===== config.mk =====
export PLATFORM = sky130hd
export DESIGN_NAME = alu_seq
export DESIGN_NICKNAME = d
export VERILOG_FILES = /design/src/rtl/alu_seq.sv
export SDC_FILE = /design/constraint.sdc
export NUM_CORES = 1
export LEC_CHECK = 0
export BUFFER_PORTS_ARGS = -buffer_cell sky130_fd_sc_hd__buf_2
export CORE_AREA = 4 4 102 104
export DETAILED_ROUTE_END_ITERATION = 16
export DIE_AREA = 0 0 106 108
export GPL_ROUTABILITY_DRIVEN = 0
export SYNTH_ARGS = -nofsm -noshare
export SYNTH_HDL_FRONTEND = slang
export SYNTH_SLANG_ARGS = --single-unit

===== constraint.sdc =====
create_clock -name clk -period 3.2 [get_ports clk]
set_input_delay 0.8 -clock clk [delete_from_list [all_inputs] [get_ports clk]]
set_output_delay 0.8 -clock clk [all_outputs]
set_load 0.05 [all_outputs]

===== src/rtl/alu_seq.sv =====
// alu_seq: handshaked WIDTH-bit ALU (add, AND, XOR, iterative unsigned multiply)
// with registered results and a single-cycle out_valid pulse per completed op.
//
// Ports:
//   clk, rst          clock, synchronous active-high reset
//   in_valid/in_ready input handshake (ready only while idle)
//   s, A, B           op select (00 add, 01 AND, 10 XOR, 11 mul) and operands
//   out_valid         one-cycle pulse when Y/Z/carry/O carry a new result
//   Y                 add/AND/XOR result (0 after multiply)
//   Z                 2*WIDTH-bit product (0 after other ops)
//   carry, O          unsigned carry-out and signed overflow of add
//
// Optional build macro: ALU_SEQ_EARLY_TERM_EN
//   When defined, the multiply stops as soon as no multiplier bits remain.
module alu_seq #(
   parameter  int WIDTH = 8,
   localparam int CNT_W = $clog2(WIDTH + 1)
) (
   input  logic               clk,
   input  logic               rst,
   input  logic               in_valid,
   output logic               in_ready,
   input  logic [1:0]         s,
   input  logic [WIDTH-1:0]   A,
   input  logic [WIDTH-1:0]   B,
   output logic               out_valid,
   output logic [WIDTH-1:0]   Y,
   output logic [2*WIDTH-1:0] Z,
   output logic               carry,
   output logic               O
);

   typedef enum logic {IDLE = 1'b0, MUL = 1'b1} state_t;

   state_t state_q;
   state_t state_d;

   logic [2*WIDTH-1:0] mcand;
   logic [WIDTH-1:0]   mplier;
   logic [2*WIDTH-1:0] acc;
   logic [CNT_W-1:0]   cnt;

   logic [2*WIDTH-1:0] acc_nxt;
   logic [2*WIDTH-1:0] mcand_nxt;
   logic [WIDTH-1:0]   mplier_nxt;
   logic [CNT_W-1:0]   cnt_nxt;
   logic               mul_done;

   logic               accept;
   logic               is_add;
   logic               is_and;
   logic               is_xor;
   logic               is_mul;
   logic [WIDTH:0]     sum;
   logic               ovf;

   assign accept = in_valid & in_ready;

   assign is_add = (s == 2'b00);
   assign is_and = (s == 2'b01);
   assign is_xor = (s == 2'b10);
   assign is_mul = (s == 2'b11);

   assign sum = {1'b0, A} + {1'b0, B};
   assign ovf = (A[WIDTH-1] == B[WIDTH-1]) &&
                (sum[WIDTH-1] != A[WIDTH-1]);

   // One shift-add step of the multiplier datapath.
   always_comb begin
      acc_nxt    = mplier[0] ? acc + mcand : acc;
      mcand_nxt  = mcand << 1;
      mplier_nxt = mplier >> 1;
      cnt_nxt    = cnt + 1'b1;
`ifdef ALU_SEQ_EARLY_TERM_EN
      // Remaining multiplier bits all zero: further steps add nothing.
      mul_done   = (cnt_nxt == CNT_W'(WIDTH)) ||
                   (mplier_nxt == '0);
`else
      mul_done   = (cnt_nxt == CNT_W'(WIDTH));
`endif
   end

   // State register.
   always_ff @(posedge clk) begin
      if (rst) state_q <= IDLE;
      else     state_q <= state_d;
   end

   // Next-state logic.
   always_comb begin
      state_d = state_q;
      unique case (state_q)
         IDLE: if (accept && is_mul) state_d = MUL;
         MUL:  if (mul_done)         state_d = IDLE;
         default: state_d = IDLE;
      endcase
   end

   // Moore outputs.
   always_comb begin
      in_ready = (state_q == IDLE);
   end

   // Datapath and result registers.
   always_ff @(posedge clk) begin
      if (rst) begin
         out_valid <= 1'b0;
         Y         <= '0;
         Z         <= '0;
         carry     <= 1'b0;
         O         <= 1'b0;
         mcand     <= '0;
         mplier    <= '0;
         acc       <= '0;
         cnt       <= '0;
      end else begin
         out_valid <= 1'b0;
         if (accept) begin
            unique case (1'b1)
               is_add: begin
                  Y         <= sum[WIDTH-1:0];
                  carry     <= sum[WIDTH];
                  O         <= ovf;
                  Z         <= '0;
                  out_valid <= 1'b1;
               end
               is_and: begin
                  Y         <= A & B;
                  carry     <= 1'b0;
                  O         <= 1'b0;
                  Z         <= '0;
                  out_valid <= 1'b1;
               end
               is_xor: begin
                  Y         <= A ^ B;
                  carry     <= 1'b0;
                  O         <= 1'b0;
                  Z         <= '0;
                  out_valid <= 1'b1;
               end
               is_mul: begin
                  mcand  <= {{WIDTH{1'b0}}, A};
                  mplier <= B;
                  acc    <= '0;
                  cnt    <= '0;
               end
               default: ;
            endcase
         end else if (state_q == MUL) begin
            acc    <= acc_nxt;
            mcand  <= mcand_nxt;
            mplier <= mplier_nxt;
            cnt    <= cnt_nxt;
            if (mul_done) begin
               Z         <= acc_nxt;
               Y         <= '0;
               carry     <= 1'b0;
               O         <= 1'b0;
               out_valid <= 1'b1;
            end
         end
      end
   end

endmodule


## Word level (Yosys, flattened, before mapping)

Index checks and enable logic that the tools add are counted.

| cells by class | value |
|---|---|
| add/sub/neg operators | 3 |
| equal/unequal tests | 10 |
| muxes and demuxes | 34 |
| bitwise gates (word level) | 4 |
| reductions and logical operators | 11 |

Operators with widths:

| kind | count |
|---|---|
| $mux 16 | 11 |
| $mux 8 | 6 |
| $pmux 8 s3 | 1 |
| $add 16x16->16 | 1 |
| $mux 4 | 3 |
| $mux 1 | 10 |
| $add 8x8->9 | 1 |
| $reduce_and 3->1 | 3 |
| $and 8x8->8 | 1 |
| $xor 8x8->8 | 1 |
| $pmux 1 s2 | 3 |
| $add 4x1->4 const B | 1 |
| $eq 2x2->1 const B | 2 |
| $eq 4x4->1 const B | 1 |
| $ne 4x1->1 const B | 1 |
| $reduce_bool 2->1 | 2 |
| $ne 3x2->1 const B | 1 |
| $reduce_or 3->1 | 1 |
| $eq 2x1->1 const B | 1 |
| $logic_and 1x1->1 | 2 |
| $logic_not 2->1 | 1 |
| $ne 2x1->1 const B | 1 |
| $ne 2x2->1 const B | 1 |
| $reduce_and 2->1 | 1 |
| 5 further kinds | 5 |

| storage, ports and cells | value |
|---|---|
| bits in registers | 72 |
| input bits | 21 |
| word-level logic and storage cells | 72 |

## Longest topological paths before layout

| depth | value |
|---|---|
| word-level depth | 5 |
| depth in mapped cells | 9 |

## Least setup slack after synthesis

No wires, ideal clock.

| path | value |
|---|---|
| kind | input port to flip-flop |
| start point | input port A[0] |
| end point | register carry |
| arrival time | 2.369 ns |
| required time | 3.078 ns |
| slack | 0.709 ns |
| stages on the path | 9 |
| cell sequence | ha_1 > fa_1 > a21o_1 > a21o_1 > a21o_1 > a21oi_1 > o21bai_1 > a21oi_1 > o21ai_0 |

| between the ends | value |
|---|---|
| cells in the longest elaborated chain, start to end | 3 |

RTL lines:

| what | RTL line | RTL |
|---|---|---|
| start: declaration | 24 | `input logic [WIDTH-1:0] A,` |
| $add 8x8->9 | 64 | `assign sum = {1'b0, A} + {1'b0, B};` |
| $pmux 1 s2 | 119 | `unique case (1'b1)` |
| $mux 1 | 118 | `if (accept) begin` |
| end signal: assignment | 122 | `carry <= sum[WIDTH];` |
| end: declaration | 29 | `output logic carry,` |

No other way between the ends.
A chain may end at the register's enable or synchronous reset.

## Final worst setup path

| path | value |
|---|---|
| start point | register cnt[0] |
| end point | register Z[10] |

| between the ends | value |
|---|---|
| cells in the longest elaborated chain, start to end | 4 |

RTL lines:

| what | RTL line | RTL |
|---|---|---|
| start: declaration | 41 | `logic [CNT_W-1:0] cnt;` |
| start signal: assignment | 153 | `cnt <= cnt_nxt;` |
| $add 4x1->4 | 73 | `cnt_nxt = cnt + 1'b1;` |
| $eq 4x4->1 | 79 | `mul_done = (cnt_nxt == CNT_W'(WIDTH));` |
| $reduce_bool 2->1 (no source line) | - |  |
| $reduce_and 3->1 (no source line) | - |  |
| end signal: assignment | 155 | `Z <= acc_nxt;` |
| end: declaration | 28 | `output logic [2*WIDTH-1:0] Z,` |

No other way between the ends.

==> run_results.csv <==
group,metric,value,unit
outcome,status,"completed",
global_routing,track_usage,19.68,%
clock_network,cts_buffer_depth,2,
critical_path,cp_top_family,"simple AND/OR/NAND/NOR gates",
pwr,pwr_density_cell,428.2,nW/um^2
timing,period_needed,2538,ps
final_layout,diodes,0,
pwr,ir_worst_vdd,169.4,uV
clock_network,cts_tree,"yes",
job,max_cap_viol_count,0,
timing,tightest_slew,1101,ps
critical_path,worst-path-buf-inv,1,
pwr,p_switching,0.6067,mW
timing,tns,0,ps
final_layout,final_nets,598,
critical_path,crit_arrival,2790,ps
clock_network,cts_buffers,9,
global_routing,grt_start_max_net_pins,38,
timing,slew_viol_final,0,
global_routing,overflow,0,
synth,synth.area.top_cells,"dfxtp_1, ha_1, nand2_1",
pwr,p_sw_share,30.09,%
pwr,leakage,1.954,nW
critical_path,crit_chain,"ha_1 > nor2_1 > nand2_1 > a21oi_2 > buf_4 > nor2_1 > nor2_1 > a32o_1",
synth,synthFlopType,"dfxtp_1",
critical_path,cp-start-kind,"flip-flop",
die,die_h,108,um
place,post-dp-hpwl,7665,um
die,start_util,43.80,%
critical_path,crit_cells,8,
timing,maxSlewHeadroom,26.35,%
synth,synthesis.nets,558,
synth,yosys_warnings,0,
pwr,clockPowerShare,36.4,%
clock_network,cts_setup_buffers,0,
final_layout,area_delta_synth_final,12.59,%
routing,post_drt_wl_per_cell,15.83,um
critical_path,r2r-end,"Z[10]",
timing,hold_violations,0,
place,io_buffers,48,
routing,wl,10810,um
clock_network,clock_latency,360,ps
clock_network,cts_hold_buf,0,
critical_path,crit_start,"cnt[0]",
global_routing,grt_pass1_wl,18170,um
routing,drc,0,
timing,setup_viol,0,
critical_path,endpoint,"Z[10]",
clock_network,cts_resized,0,
critical_path,cp_max_fo,13,
critical_path,crit_type,"reg2reg",
critical_path,worst_path_largest_cell_delay,850,ps
routing,first_iter_violations,181,
synth,synth_area,4183,um^2
final_layout,drive_gt1_share,16.91,%
routing,vias,3821,
synth,synthArstFlopShare,0,%
critical_path,r2r_slack,660,ps
critical_path,crit_top_cell,"nor2_1",
clock_network,cts_root_buffer,"clkbuf_8",
routing,viasPerCell,5.594,
timing,finClkSkew,12.85,ps
timing,rsz0062_at_grt,"no",
critical_path,required,3460,ps
synth,synth_seq_cells,72,
synth,seq_area_frac_synth,34.46,%
clock_network,clock-sinks,72,
timing,max_clock_freq,0.3940,GHz
clock_network,clk_pin_slew,80,ps
place,place_ws,454.7,ps
final_layout,final_common_cell,"nand2_1",
synth,yosys.area.top_type,"dfxtp_1",
pwr,p_seq_share,47.1,%
timing,layout_setup_ws,662.0,ps
routing,drtPass1Iterations,4,
critical_path,end_kind,"flip-flop",
die,die-width,106,um
critical_path,r2r-start,"cnt[0]",
synth,netlist-cell-type-count,64,
global_routing,grt_pass1_vias,3760,
synth,synth_top_area_share,34.46,%
synth,synth_enable_flop_cells,0,
final_layout,final_cell_mix,"nand2_1, dfxtp_1, nor2_1",
hold_path,hp-class,"reg2reg",
pwr,share_comb_of_total_power,16.5,%
clock_network,htreeDepth,3,
global_routing,antenna_found_initial,0,
critical_path,crit_slowest_cell,"nor2_1",
die,core-area,9549,um^2
synth,syn_area_per_cell,8.266,um^2
synth,syn_inst,506,
die,rows,36,
die,die_area,11450,um^2
critical_path,reg2reg_depth,8,
timing,final.period_utilization,79.31,%
routing,detail-route-antenna-nets,0,
die,ioPinCount,49,
pwr,internal_power,1.410,mW
## worst register-to-register path, stage by stage, from the launching register on
cell and delay, ps:
dfxtp_1 460, ha_1 260, nor2_1 50, nand2_1 100, a21oi_2 60, buf_4 190, nor2_1 850, nor2_1 170
a32o_1 300
## flip-flops by register name, indices dropped and copies added (netlist names)
register / flops
O: 1
Y: 8
Z: 16
acc: 16
carry: 1
cnt: 4
mcand: 16
mplier: 8
out_valid: 1
state_q: 1
## logic make-up (layout without fill, tap and decap cells)
family	after synthesis	count (layout)	share of synthesized area (%)
AO/OA/AOI/OAI	151	151	25.52
XOR/XNOR	13	13	2.722
adder cells (fa/ha/maj)	31	31	9.632
buffers and inverters	38	82	4.487
flip-flops	72	72	34.46
multiplexers	12	12	2.961
AND/OR/NAND/NOR	189	189	20.22
## power groups by stage
stage               Clock (mW)  Sequential (mW)  Combinational (mW)
floorplan                    0             1.00               0.211
global placement             0            0.970               0.327
detailed placement           0            0.971               0.331
CTS                      0.748            0.950               0.332
global route             0.781            0.955               0.367
finish                   0.734            0.950               0.333
## metrics by stage
stage	total power [mW]	util (%)	hold WS, ps	area [um^2]	instances
after global placement	1.297	47.27	427.5	4514	668
after detailed placement	1.302	47.27	430.6	4514	668
after CTS	2.031	49.32	442.9	4710	683
after floorplan	1.211	-	443.4	4183	506
final	2.016	49.32	439.4	4710	683
after global routing	2.103	49.32	475.8	4710	683
## final cells by class
type | instances | area [um^2]
clock buffer | 10 | 137.6
fill | 1026 | 4840
timing repair buffer | 59 | 322.8
multi-input combinational | 396 | 2554
sequential | 72 | 1441
inverter | 8 | 30.03
clock inverter | 5 | 57.56
tap | 133 | 166.4
## per-layer routing
metal | vias to the layer above | share of wire, % | routed length, um | global-route usage, %
li1 | 1917 | - | - | -
met1 | 1805 | 47 | 5039 | 25.52
met2 | 85 | 47 | 5086 | 33.24
met3 | 14 | 4.8 | 520 | 3.224
met4 | 0 | 1.5 | 163 | 7.123
met5 | - | 0 | 0 | 0
## Yosys cell counts (8+ instances only)
master and n:
nor3_1 9, nand3_1 8, clkbuf_1 21, xnor2_1 10, a22oi_1 17, nor2_1 60
nand2_1 83, ha_1 29, a21oi_1 36, a31oi_1 8, dfxtp_1 72, mux2i_1 9
a311oi_1 16, o21ai_0 19
## worst min-delay path by stage
stage / start / to / slack (ps) / cells after the start
floorplan: acc[13] / acc[13] / 440 / 2
global route: Z[3] / Z[3] / 480 / 2
detailed placement: Y[6] / Y[6] / 430 / 2
CTS: Y[6] / Y[6] / 440 / 2
finish: Y[6] / Y[6] / 440 / 2
global placement: Y[6] / Y[6] / 430 / 2
(Power assumes the default switching activity.)
